--- src/rtl/shift_down_pkg.sv ---
// Shared types and bus-layout helpers for the shift-down chain stage.
// The chain bus is packed as {vld, data, smc_id}, with vld at the MSB.
package shift_down_pkg;

    localparam int DEF_ID_W   = 5;
    localparam int DEF_DATA_W = 128;

    typedef enum logic {
        IDLE  = 1'b0,
        BURST = 1'b1
    } state_e;

    function automatic int bus_vld_bit(input int data_w, input int id_w);
        return data_w + id_w;
    endfunction

    function automatic int bus_data_lsb(input int id_w);
        return id_w;
    endfunction

    function automatic int bus_data_msb(input int data_w, input int id_w);
        return data_w + id_w - 1;
    endfunction

endpackage

--- src/rtl/shift_down_fifo.sv ---
// Output FIFO with two ordered write ports: port A lands ahead of port B in the same cycle.
// The head is visible combinationally. Callers must never push more than the free space.
module shift_down_fifo #(
    parameter int W     = 8,
    parameter int DEPTH = 4
) (
    input  logic                       clk,
    input  logic                       rst,
    input  logic                       push_a,
    input  logic [W-1:0]               din_a,
    input  logic                       push_b,
    input  logic [W-1:0]               din_b,
    input  logic                       pop,
    output logic [W-1:0]               head,
    output logic [$clog2(DEPTH):0]     count
);

    localparam int PW = $clog2(DEPTH);
    localparam int CW = PW + 1;

    logic [W-1:0]  mem_q [DEPTH];
    logic [W-1:0]  mem_d [DEPTH];
    logic [PW-1:0] wr_ptr_q, wr_ptr_d;
    logic [PW-1:0] rd_ptr_q, rd_ptr_d;
    logic [CW-1:0] count_q, count_d;
    logic [PW-1:0] wr_ptr;

    always_comb begin
        mem_d  = mem_q;
        wr_ptr = wr_ptr_q;
        if (push_a) begin
            mem_d[wr_ptr] = din_a;
            wr_ptr        = wr_ptr + 1'b1;
        end
        if (push_b) begin
            mem_d[wr_ptr] = din_b;
            wr_ptr        = wr_ptr + 1'b1;
        end
        wr_ptr_d = wr_ptr;
        rd_ptr_d = rd_ptr_q + PW'(pop);
        count_d  = count_q + CW'(push_a) + CW'(push_b) - CW'(pop);
    end

    always_ff @(posedge clk or posedge rst) begin
        if (rst) begin
            mem_q    <= '{default: '0};
            wr_ptr_q <= '0;
            rd_ptr_q <= '0;
            count_q  <= '0;
        end else begin
            mem_q    <= mem_d;
            wr_ptr_q <= wr_ptr_d;
            rd_ptr_q <= rd_ptr_d;
            count_q  <= count_d;
        end
    end

    assign head  = mem_q[rd_ptr_q];
    assign count = count_q;

endmodule

--- src/rtl/shift_down_burst.sv ---
// Shift-down chain stage: passes downstream-addressed beats, drops upstream ones,
// and on an address match streams UR_WORD_CNT local DVR words into the chain.
module shift_down_burst
    import shift_down_pkg::*;
#(
    parameter int SMC_ID      = 0,
    parameter int ID_W        = DEF_ID_W,
    parameter int DATA_W      = DEF_DATA_W,
    parameter int UR_WORD_CNT = 4,
    parameter int FIFO_DEPTH  = 4
) (
    input  logic                      clk,
    input  logic                      rst,
    input  logic [DATA_W+ID_W:0]      crd_shiftdn_in,
    output logic                      crd_shiftdn_in_rdy,
    output logic                      dvr_rd_en,
    output logic [((UR_WORD_CNT > 1) ? $clog2(UR_WORD_CNT) : 1)-1:0] dvr_rd_idx,
    input  logic [DATA_W-1:0]         dvr_rd_data,
    output logic [DATA_W+ID_W:0]      crd_shiftdn_out,
    input  logic                      crd_shiftdn_out_rdy,
    output logic                      busy
);

    localparam int VLD_B = bus_vld_bit(DATA_W, ID_W);
    localparam int ID_HI = bus_data_lsb(ID_W) - 1;
    localparam int PAY_W = bus_data_msb(DATA_W, ID_W) + 1;
    localparam int IDX_W = (UR_WORD_CNT > 1) ? $clog2(UR_WORD_CNT) : 1;
    localparam int CW    = $clog2(FIFO_DEPTH) + 1;

    localparam logic [ID_W-1:0]  MY_ID    = ID_W'(SMC_ID);
    localparam logic [IDX_W-1:0] LAST_IDX = IDX_W'(UR_WORD_CNT - 1);
    localparam logic [CW-1:0]    DEPTH_C  = CW'(FIFO_DEPTH);

    state_e           state_q, state_d;
    logic [IDX_W-1:0] idx_q, idx_d;
    logic             inflight_q, inflight_d;

    logic             in_vld;
    logic [ID_W-1:0]  in_id;
    logic [CW-1:0]    fifo_count;
    logic [PAY_W-1:0] fifo_head;
    logic [PAY_W-1:0] dvr_word;
    logic             space;
    logic             rd_en;
    logic             push_pass;
    logic             in_rdy;
    logic             out_vld;
    logic             pop;

    assign in_vld   = crd_shiftdn_in[VLD_B];
    assign in_id    = crd_shiftdn_in[ID_HI:0];
    assign dvr_word = {dvr_rd_data, MY_ID};

    // The returning DVR word already owns a slot, so it counts against credit.
    assign space = (fifo_count + CW'(inflight_q)) < DEPTH_C;

    always_comb begin
        state_d   = state_q;
        idx_d     = idx_q;
        rd_en     = 1'b0;
        push_pass = 1'b0;
        in_rdy    = 1'b0;
        case (state_q)
            IDLE: begin
                in_rdy = space;
                if (in_vld && space) begin
                    if (in_id > MY_ID) begin
                        push_pass = 1'b1;
                    end else if (in_id == MY_ID) begin
                        state_d = BURST;
                        idx_d   = '0;
                    end
                end
            end
            BURST: begin
                if (space) begin
                    rd_en = 1'b1;
                    if (idx_q == LAST_IDX) begin
                        state_d = IDLE;
                        idx_d   = '0;
                    end else begin
                        idx_d = idx_q + 1'b1;
                    end
                end
            end
            default: state_d = IDLE;
        endcase
        inflight_d = rd_en;
    end

    always_ff @(posedge clk or posedge rst) begin
        if (rst) begin
            state_q    <= IDLE;
            idx_q      <= '0;
            inflight_q <= 1'b0;
        end else begin
            state_q    <= state_d;
            idx_q      <= idx_d;
            inflight_q <= inflight_d;
        end
    end

    // A pass-through beat can arrive in the cycle the last burst word returns;
    // the burst word takes port A so it stays ahead of the later beat.
    shift_down_fifo #(
        .W     (PAY_W),
        .DEPTH (FIFO_DEPTH)
    ) u_fifo (
        .clk    (clk),
        .rst    (rst),
        .push_a (inflight_q),
        .din_a  (dvr_word),
        .push_b (push_pass),
        .din_b  (crd_shiftdn_in[PAY_W-1:0]),
        .pop    (pop),
        .head   (fifo_head),
        .count  (fifo_count)
    );

    assign out_vld            = (fifo_count != '0);
    assign pop                = out_vld && crd_shiftdn_out_rdy;
    assign crd_shiftdn_out    = out_vld ? {1'b1, fifo_head} : '0;
    assign crd_shiftdn_in_rdy = in_rdy;
    assign dvr_rd_en          = rd_en;
    assign dvr_rd_idx         = idx_q;
    assign busy               = (state_q != IDLE) || out_vld;

endmodule

--- config.mk ---
export PLATFORM = sky130hd
export DESIGN_NAME = shift_down_burst
export DESIGN_NICKNAME = d
export VERILOG_FILES = /design/src/rtl/shift_down_pkg.sv /design/src/rtl/shift_down_fifo.sv /design/src/rtl/shift_down_burst.sv
export SDC_FILE = /design/constraint.sdc
export NUM_CORES = 2
export LEC_CHECK = 0
export ABC_CLOCK_PERIOD_IN_PS = 24600
export CORE_ASPECT_RATIO = 0.6
export CORE_MARGIN = 5
export CORE_UTILIZATION = 50
export CTS_CLUSTER_SIZE = 10
export DETAILED_ROUTE_END_ITERATION = 6
export PLACE_DENSITY = 0.74
export SYNTH_ARGS = -nofsm -noshare
export SYNTH_HDL_FRONTEND = slang
export SYNTH_SLANG_ARGS = --single-unit
export TNS_END_PERCENT = 100
--- constraint.sdc ---
create_clock -name clk -period 24.6 [get_ports clk]
set_input_delay 4.92 -clock clk [delete_from_list [all_inputs] [get_ports clk]]
set_output_delay 4.92 -clock clk [all_outputs]
set_load 0.05 [all_outputs]
==> run summary <==
The most common library cell in the layout ignoring fill and taps is sky130_fd_sc_hd__dfrtp_1. The run gives 0 as the antenna violation net count after detailed routing. STA classifies the critical path startpoint as a flop.

The tools report the buffer count from post-CTS setup fixing as 0. At the pin with the least slew margin, the transition time is 1154 ps. The final number of setup-violating endpoints is 0. The worst register-to-register path ends at u_fifo.mem_q[22]. The logs give 178 for the maximum number of pins on one net before global-route repair and 25.87 ps for the setup clock skew after layout. The endpoint class of the critical path is an output pin.

The logs give 60.35% for the final core utilization and 2673 for the count of mapped cells out of synthesis. Summing the sequential cell areas from Yosys gives 46.14% of the chip area. After detailed routing, the number of vias per cell comes to 5.844. The setup slack on the worst flop-to-flop path is 20420 ps. After synthesis, the cell types taking the most area are sky130_fd_sc_hd__dfrtp_1 46%, sky130_fd_sc_hd__mux2i_1 17%, sky130_fd_sc_hd__mux4_2 10%, sky130_fd_sc_hd__a21oi_1 7.3%, sky130_fd_sc_hd__nor2_1 6.5%. The worst path in the final design needs a cycle of 9172 ps, including I/O delays and setup. The total power consumption of the routed design is 5.722 mW, and the initial antenna violation count is 17. The floorplan step set the die height to 198.0 um.

The category of the critical setup timing path is reg2out. Across every metal layer, demand over resource in global routing totals 25.31%. Counting tap cells, the placed design contains a total of 3655 instances. The library cells used most frequently in the layout, excluding fill and tap cells, are 541 x sky130_fd_sc_hd__dfrtp_1, 513 x sky130_fd_sc_hd__nor2_1, 512 x sky130_fd_sc_hd__mux2i_1, 432 x sky130_fd_sc_hd__a21oi_1, 403 x sky130_fd_sc_hd__clkdlybuf4s50_1.

The headroom to the max-slew limit was 23.06%. The final hold slack was 505.3 ps. The area growth from synthesis to layout is 18.72%. After layout, the worst path uses 37.28% of the clock period. Measured in cells, the most critical reg-to-reg path has a length of 11. For the worst setup path, the data required time is 19680 ps. The die covers 0.06401 mm^2. The first global-routing pass estimated 129200 um of wire. In this run, synthesis produced a sequential element count of 543. Wires add up to 82680 um.

Setup repair after global routing left no endpoint under its margin. The flow ran to the end, and the final reports show no timing, DRC or antenna violations. sky130_fd_sc_hd__dfrtp_1 takes more of the synthesized area than any other cell. The DRC violation total after the first TritonRoute iteration is 1715. For this design the top-level I/O count stands at 404.

In this run the worst setup path terminates at crd_shiftdn_out[97]. Max-capacitance violation count: 0. The power per standard cell area was 163.6 mW/mm^2; the width of the die was 323.3 um. The final hold violation count came out at 0. The data arrival time of the worst path is 4250 ps, and the maximum fanout along the worst path is 48. Buffers inserted during clock tree synthesis total 60. The worst hold path belongs to the class reg2reg. For this run, the number of standard cells in the final layout without fillers is 3727.

After clock tree synthesis, the clock-pin slew on the worst setup and hold paths is 60 ps. The core region is 0.05794 mm^2. The launching point of the worst reg2reg path is u_fifo.wr_ptr_q[0].

The number of fill cells in the layout was 4671. The tools report the static leakage as 17.40 nW. The longest clock path from root to sink contains 3 buffers. The tools report the maximum operating frequency as 109.0 MHz.

The initial utilization of the core area, before any placement, comes to 50.83%. The cell area that synthesis handed to floorplanning was 0.02945 mm^2. Counting instances, the worst hold path has a depth of 2. After clock tree synthesis, the flow added hold-fix buffers numbering 0. Timing analysis after detailed placement gives a worst setup slack of 15410 ps. For this run, the slowest stage of the critical path takes 1100 ps.

Dividing the synthesized area by the synthesized cell count gives 11.02 um^2. When the netlist entered floorplanning its net count stood at 2953. Detailed placement ended at an HPWL of 50460 um. Tracing the worst setup path back leads to its startpoint at u_fifo.rd_ptr_q[0]. Buffers placed on the I/O ports in this run total 403. After detailed routing, the number of remaining DRC violations is 0. Among all stages on the critical path, the largest delay is contributed by sky130_fd_sc_hd__dfrtp_4.

Synthesis instantiated 32 different standard cells from the library. Yosys printed 0 warnings. The area share of the leading cell type in the synthesized netlist came out at 46.14%.

The clock net in this run drives a total of 543 sinks. Number of standard-cell rows in the floorplan: 68. At the end of routability-driven placement, the weighted congestion stood at 0.8016. In the final timing run, aggregate negative setup slack is 0 ps. TritonCTS built the clock tree. Via count of the first global-routing pass: 22.88k. CTS placed an instance of sky130_fd_sc_hd__clkbuf_16 at the clock tree root. IR analysis of the VDD net gives a maximum drop of 0.1241 mV.

For the number of gates given a new drive strength after cts, the log shows 0. Summing all placed instances gives a cell area of 0.03340 mm^2. Detailed routing inserted a total of 21.78k vias. The tools report the final max-slew violation count as 0. After detailed routing, the average wire length per cell comes to 22.18 um.

After global routing the overflow that remains totals 0. The insertion delay to the later sink of the worst-skew pair was 610 ps. In the final design database the tool counted 3227 nets. The final design area excluding fillers was 0.03496 mm^2. In this run the number of H-tree levels came out at 2.

The signal on the critical path passes through buf_4 > mux4_2 > and2_1 > clkdlybuf4s50_1. The number of detailed-routing iterations run before antenna repair came out at 5. The fraction of final layout cells sized beyond drive strength 1 was 10.98%; the least setup slack across all paths after layout was 15430 ps.
-- registers in the layout (all words and copies together) (netlist names) --
register / flops
u_fifo.mem_q: 532
u_fifo.count: 3
u_fifo.wr_ptr_q: 2
u_fifo.rd_ptr_q: 2
state_q: 1
inflight_q: 1
dvr_rd_idx: 2
-- cell usage after synthesis, drive strengths merged --
library cell / n
mux2i: 512
xor2: 3
nor3b: 1
a21oi: 512
and3b: 4
or3: 1
nand2: 8
nand3: 20
nor2: 513
buf: 156
xnor2: 3
mux4: 133
a22o: 1
fa: 1
clkbuf: 66
o41ai: 1
mux2: 2
o21ai: 22
and2: 135
nor3: 1
or2: 1
or4: 1
nor2b: 1
o211ai: 4
dfrtp: 543
ha: 14
inv: 14
-- layer usage --
| layer | vias to the layer above | global-route usage, % | wire length, um |
|---|---|---|---|
| met5 | - | 0 | 145 |
| met4 | 22 | 7.585 | 2183 |
| met3 | 162 | 5.864 | 5670 |
| met2 | 714 | 41.50 | 39560 |
| met1 | 10913 | 34.02 | 35120 |
| li1 | 9971 | - | - |
-- worst min-delay path by stage --
| stage | from | end | slack, ps |
|---|---|---|---|
| floorplan | u_fifo.mem_q[133] | u_fifo.mem_q[133] | 460 |
| global placement | u_fifo.mem_q[133] | u_fifo.mem_q[133] | 480 |
| detailed placement | u_fifo.mem_q[4] | u_fifo.mem_q[4] | 490 |
| CTS | u_fifo.mem_q[4] | u_fifo.mem_q[4] | 500 |
| global route | u_fifo.mem_q[134] | u_fifo.mem_q[134] | 540 |
| finish | u_fifo.mem_q[399] | u_fifo.mem_q[399] | 510 |
-- critical path, delay by kind of cell (launching register included) --
| family | cells | cell delay (ps) |
|---|---|---|
| AND/OR/NAND/NOR | 1 | 220 |
| buffers and inverters | 2 | 1660 |
| multiplexers | 1 | 620 |
| flip-flops | 1 | 1100 |
-- where the power goes --
group	switching, mW	internal (mW)
Sequential	0.292	1.36
Clock	0.344	0.428
Combinational	1.92	1.38
-- logic make-up after synthesis --
| kind of cell | Yosys count | synth area share [%] |
|---|---|---|
| adder cells (fa/ha/maj) | 15 | 0.6628 |
| AND/OR/NAND/NOR | 686 | 10.10 |
| flip-flops | 543 | 46.14 |
| multiplexers | 647 | 27.65 |
| buffers and inverters | 236 | 4.767 |
| XOR/XNOR | 6 | 0.2422 |
| AO/OA/AOI/OAI | 540 | 10.44 |
-- area by class of cell --
cell class              count  area [um^2]  area share (%)
well taps                 770        963.4           2.755
repair buffers            434         4292           12.27
clock buffers              63         1513           4.326
multi-input cells        1894        14490           41.45
clock inverters             4        35.03          0.1002
inverters                  14        60.06          0.1718
flip-flops and latches    543        13600           38.88
diodes                      5        12.51         0.03578
Power figures use the tool's default switching activity.
